[config.mk]
export PLATFORM = sky130hd
export DESIGN_NAME = cnt_sched
export DESIGN_NICKNAME = d
export VERILOG_FILES = /design/src/rtl/cnt_sched.sv
export SDC_FILE = /design/constraint.sdc
export NUM_CORES = 1
export LEC_CHECK = 0
export ABC_AREA = 1
export CORE_ASPECT_RATIO = 0.9
export CORE_MARGIN = 4
export CORE_UTILIZATION = 41
export DETAILED_ROUTE_END_ITERATION = 12
export PLACE_DENSITY = 0.8
export SYNTH_ARGS = -nofsm -noshare
export SYNTH_HDL_FRONTEND = slang
export SYNTH_SLANG_ARGS = --single-unit
[constraint.sdc]
create_clock -name clk -period 1.64 [get_ports clk]
set_input_delay 0.41 -clock clk [delete_from_list [all_inputs] [get_ports clk]]
set_output_delay 0.41 -clock clk [all_outputs]
set_load 0.005 [all_outputs]
[src/rtl/cnt_sched.sv]
// cnt_sched: round-robin scheduler sharing one W-bit up-counter among N
// requesters. The winner's counter runs from 0 up to its requested terminal
// value, then completion is reported with a one-cycle done pulse.
//
// Ports:
//   clk      clock, all logic on rising edge
//   rst      synchronous active-high reset
//   req      per-requester request level, held until done or abort
//   req_len  terminal count of requester i at [i*W +: W]
//   gnt      one-hot grant (registered)
//   busy     high while in RUN or DONE (registered)
//   cnt_val  shared counter value (registered)
//   done     one-cycle completion pulse (registered)
//   done_id  ID of the last completed requester (registered, holds)
module cnt_sched #(
  parameter int unsigned N = 4,
  parameter int unsigned W = 4
) (
  input  logic                 clk,
  input  logic                 rst,
  input  logic [N-1:0]         req,
  input  logic [N*W-1:0]       req_len,
  output logic [N-1:0]         gnt,
  output logic                 busy,
  output logic [W-1:0]         cnt_val,
  output logic                 done,
  output logic [$clog2(N)-1:0] done_id
);

  localparam int unsigned IDW = $clog2(N);

  localparam logic [1:0] ST_IDLE = 2'd0;
  localparam logic [1:0] ST_RUN  = 2'd1;
  localparam logic [1:0] ST_DONE = 2'd2;

  logic [1:0]     state_q,   state_d;
  logic [IDW-1:0] ptr_q,     ptr_d;
  logic [IDW-1:0] id_q,      id_d;
  logic [W-1:0]   len_q,     len_d;
  logic [W-1:0]   cnt_q,     cnt_d;
  logic [N-1:0]   gnt_q,     gnt_d;
  logic           busy_q,    busy_d;
  logic           done_q,    done_d;
  logic [IDW-1:0] done_id_q, done_id_d;

  logic [IDW-1:0] win_id;
  logic [IDW-1:0] id_next;

  // First set request bit searching upward from p, wrapping modulo N.
  function automatic logic [IDW-1:0] rr_pick(input logic [N-1:0] r,
                                             input logic [IDW-1:0] p);
    logic [IDW-1:0] pick;
    logic [IDW-1:0] cand;
    logic           hit;
    pick = '0;
    hit  = 1'b0;
    for (int unsigned i = 0; i < N; i++) begin
      cand = IDW'((32'(p) + i) % N);
      if (!hit && r[cand]) begin
        hit  = 1'b1;
        pick = cand;
      end
    end
    return pick;
  endfunction

  assign win_id  = rr_pick(req, ptr_q);
  // Pointer moves past the requester that just finished or aborted.
  assign id_next = (id_q == IDW'(N - 1)) ? '0 : id_q + IDW'(1);

  // Next-state and registered-output logic.
  always_comb begin
    state_d   = state_q;
    ptr_d     = ptr_q;
    id_d      = id_q;
    len_d     = len_q;
    cnt_d     = cnt_q;
    gnt_d     = gnt_q;
    done_d    = 1'b0;
    done_id_d = done_id_q;

    case (state_q)
      ST_IDLE: begin
        gnt_d = '0;
        if (|req) begin
          id_d    = win_id;
          // Terminal count is captured only here; later changes are ignored.
          len_d   = req_len[win_id*W +: W];
          cnt_d   = '0;
          gnt_d   = N'(1) << win_id;
          state_d = ST_RUN;
        end
      end
      ST_RUN: begin
        // Abort outranks terminal count; no done is reported on abort.
        if (!req[id_q]) begin
          gnt_d   = '0;
          ptr_d   = id_next;
          state_d = ST_IDLE;
        end else if (cnt_q == len_q) begin
          gnt_d     = '0;
          done_d    = 1'b1;
          done_id_d = id_q;
          ptr_d     = id_next;
          state_d   = ST_DONE;
        end else begin
          cnt_d = cnt_q + W'(1);
        end
      end
      ST_DONE: begin
        state_d = ST_IDLE;
      end
      default: begin
        gnt_d   = '0;
        state_d = ST_IDLE;
      end
    endcase

    busy_d = (state_d != ST_IDLE);
  end

  // State and output registers.
  always_ff @(posedge clk) begin
    if (rst) begin
      state_q   <= ST_IDLE;
      ptr_q     <= '0;
      id_q      <= '0;
      len_q     <= '0;
      cnt_q     <= '0;
      gnt_q     <= '0;
      busy_q    <= 1'b0;
      done_q    <= 1'b0;
      done_id_q <= '0;
    end else begin
      state_q   <= state_d;
      ptr_q     <= ptr_d;
      id_q      <= id_d;
      len_q     <= len_d;
      cnt_q     <= cnt_d;
      gnt_q     <= gnt_d;
      busy_q    <= busy_d;
      done_q    <= done_d;
      done_id_q <= done_id_d;
    end
  end

  assign gnt     = gnt_q;
  assign busy    = busy_q;
  assign cnt_val = cnt_q;
  assign done    = done_q;
  assign done_id = done_id_q;

  // Grant is one-hot or idle, and never coincides with completion.
  a_gnt_onehot0: assert property (@(posedge clk) disable iff (rst) $onehot0(gnt_q));
  a_gnt_not_done: assert property (@(posedge clk) disable iff (rst) !(|gnt_q && done_q));

endmodule

==> flow_metrics.tcl <==
set metrics [dict create \
    ys_top_cells_by_area "dfxtp_1, nand2_1, inv_1" \
    hold_depth 2 \
    status "finished, violations left" \
    vdd_drop_max_v 0.000869 \
    num-nets-final 311 \
    synth-adder-area-share 0.0164 \
    start_util 0.438 \
    ctsHoldBuffers 0 \
    cp_max_fo 6 \
    dieArea_sq_mm 0.00476 \
    synth_cells 232 \
    htreeDepth 1 \
    vias_per_cell 5.02 \
    dp_cells 321 \
    antenna_found_initial 0 \
    r2r-start "ptr_q[0]" \
    final_hold_viol_count 0 \
    wl_per_cell_um 13.0 \
    ys_seq_area_frac 0.289 \
    vias 1657 \
    ant_nets 0 \
    syn2layout_area_growth_pct 53.9 \
    num_rows 20 \
    grt_max_degree 14 \
    layout_common_cells "nand2_1, inv_1, clkdlybuf4s50_1" \
    route.met2.wl_um 2090 \
    synth_top_family_by_area "simple AND/OR/NAND/NOR gates" \
    fmax_mhz 579 \
    relSlewSlack 0.779 \
    hpwl_um 2860 \
    routed_wl_um 4290 \
    synth_area_per_cell_sq_um 6.57 \
    antennaDiodeCount 0 \
    die_h_um 65.8 \
    ys_types 34 \
    ys_ff_latch 22 \
    clkTransAtPathRegs_ns 0.08 \
    regToRegEndpoint "len_q[2]" \
    crit_start "ptr_q[0]" \
    synth-compound-area-share 0.103 \
    drv_cap 0 \
    fin_cells 330 \
    synth_nets 256 \
    required_ns 1.81 \
    coreArea_sq_mm 0.00348 \
    crit_type "flop to flop" \
    startpoint_type "flop" \
    met1Wirelength_um 1850 \
    gp_congestion 0.878 \
    io_buffers 33 \
    dr_wl_met3_um 271 \
    cts_tree "built" \
    die_w_um 72.3 \
    clock_sinks 22 \
    clockBufferDepth 2 \
    grt_overflow 0 \
    drt_iter0_drc 96 \
    grt_pass1_wl_um 6690 \
    yosys.area.top_type "dfxtp_1" \
    p_per_area_mw_per_mm2 1830 \
    crit_end "len_q[2]" \
    rsz0062_at_grt "true" \
    hold_path.class "flop to flop" \
    hold_start "gnt[1]" \
    root_buffer "clkbuf_8" \
    yosysWarnings 0 \
    n_fill_cell 274 \
    highest_layer "met4" \
    synth-edff-count 0 \
    reg2reg_depth 13 \
    skew_ns 0.00479 \
    period_share 1.05 \
    worst_slew_pin_slew_ns 0.328 \
    yosys.area_share.xor_xnor 0.0230 \
    first_pass_iters 4 \
    ys.flop_type "dfxtp_1" \
    final_common_cell "nand2_1" \
    grt_pass1_vias 1477 \
    timing.hold.ws_ns 0.490 \
    min_period_ns 1.73 \
    async_reset_ff_frac 0 \
    end_kind "flop" \
    yosysTopAreaCellShare 0.289 \
    netlist_area_sq_mm 0.00152 \
    rrSetupSlack_ns -0.09 \
    violations "setup timing" \
    drv_slew 0 \
    synthMuxAreaShare 0 \
    ios 34 \
    p_leak_nw 1.15 \
    arrival_ns 1.89 \
    synth-simple-area-share 0.435 \
    cts_buffers 3 \
    fin_ws_ns -0.0857 \
    clock_latency_ns 0.26 \
    drive_gt1_frac 0.332 \
    setup_viol 8 \
    drcViolationCount 0 \
    grt_usage 0.174 \
]
==> through the flow <==
step	cell area (sq um)	power, W	utilization	worst slack (ns)	TNS, ns
final	2350	0.00429	0.674	-0.0857	-0.396
after global routing	2350	0.00460	0.674	-0.196	-1.42
after CTS	2260	0.00393	0.650	-0.0435	-0.243
after detailed placement	2010	0.00308	0.577	-0.599	-9.35
after global placement	2010	0.00302	0.577	-0.518	-8.57
after floorplan	1520	0.00242	-	0.0473	0
==> routing by layer <==
metal,vias up,global-route usage
li1,839,-
met1,739,0.222
met2,67,0.307
met3,12,0.0319
met4,0,0.0305
met5,-,0
==> final cells by class <==
cell class,instances,area (sq um),area share
Sequential cell,22,449,0.191
Inverter,42,165,0.0704
Tap cell,44,55.1,0.0235
Multi-Input combinational cell,165,1120,0.477
Clock buffer,4,55.1,0.0235
Timing Repair Buffer,53,502,0.214
==> where the power goes <==
group / internal, W / leakage (nW) / switching, W
logic: 0.00127 / 0.936 / 0.00179
registers: 0.000705 / 0.182 / 0.000147
clock network: 0.000214 / 0.0288 / 0.000174
==> flip-flops by register name, indices dropped and copies added (netlist names) <==
register / flops
busy: 1
cnt_val: 4
done: 1
done_id: 2
gnt: 4
id_q: 2
len_q: 4
ptr_q: 2
state_q: 2
==> synth_stat cells, types with 2 or more instances <==
| cell type | n |
|---|---|
| ha_1 | 2 |
| nand2_4 | 7 |
| clkbuf_1 | 2 |
| nor2_1 | 24 |
| o21ai_1 | 2 |
| a21oi_1 | 11 |
| inv_2 | 4 |
| inv_1 | 37 |
| nor2_2 | 2 |
| nand2_1 | 50 |
| xnor2_1 | 4 |
| a21oi_2 | 2 |
| nand4_1 | 2 |
| o21ai_0 | 9 |
| nand3_1 | 27 |
| nand2_2 | 7 |
| nand3_2 | 2 |
| dfxtp_1 | 22 |
==> worst min path at each step <==
stage | end | slack [ns]
after floorplan | gnt[0] | 0.46
after global placement | done_id[0] | 0.47
after detailed placement | gnt[1] | 0.47
after CTS | gnt[1] | 0.49
after global routing | gnt[1] | 0.51
final | gnt[1] | 0.49
==> logic make-up (layout without fill, tap and decap cells) <==
logic type,after synthesis,in the layout
simple gates,129,131
buf+inv,47,99
compound gates,28,28
flops,22,22
xor+xnor,4,4
fa+ha+maj,2,2
==> what timing repair did <==
action                     CTS  global route
pin swaps                   23             5
gates resized for setup     47            26
buffers inserted             2             1
cloned                       2             0
setup endpoints to repair   16            17
==> critical path, cell delays in order, from the launching register on <==
cell and delay, ns:
dfxtp_4 0.38, buf_6 0.14, nand2_4 0.07, nand3_1 0.12, o21ai_1 0.14, nand2_1 0.12
nand2_4 0.11, nand2_8 0.09, nand2_8 0.10, nand2_1 0.08, nand3_2 0.09, nand3_2 0.07
nand2_2 0.08, inv_2 0.03
No activity file was read; power rests on OpenSTA's default activity.
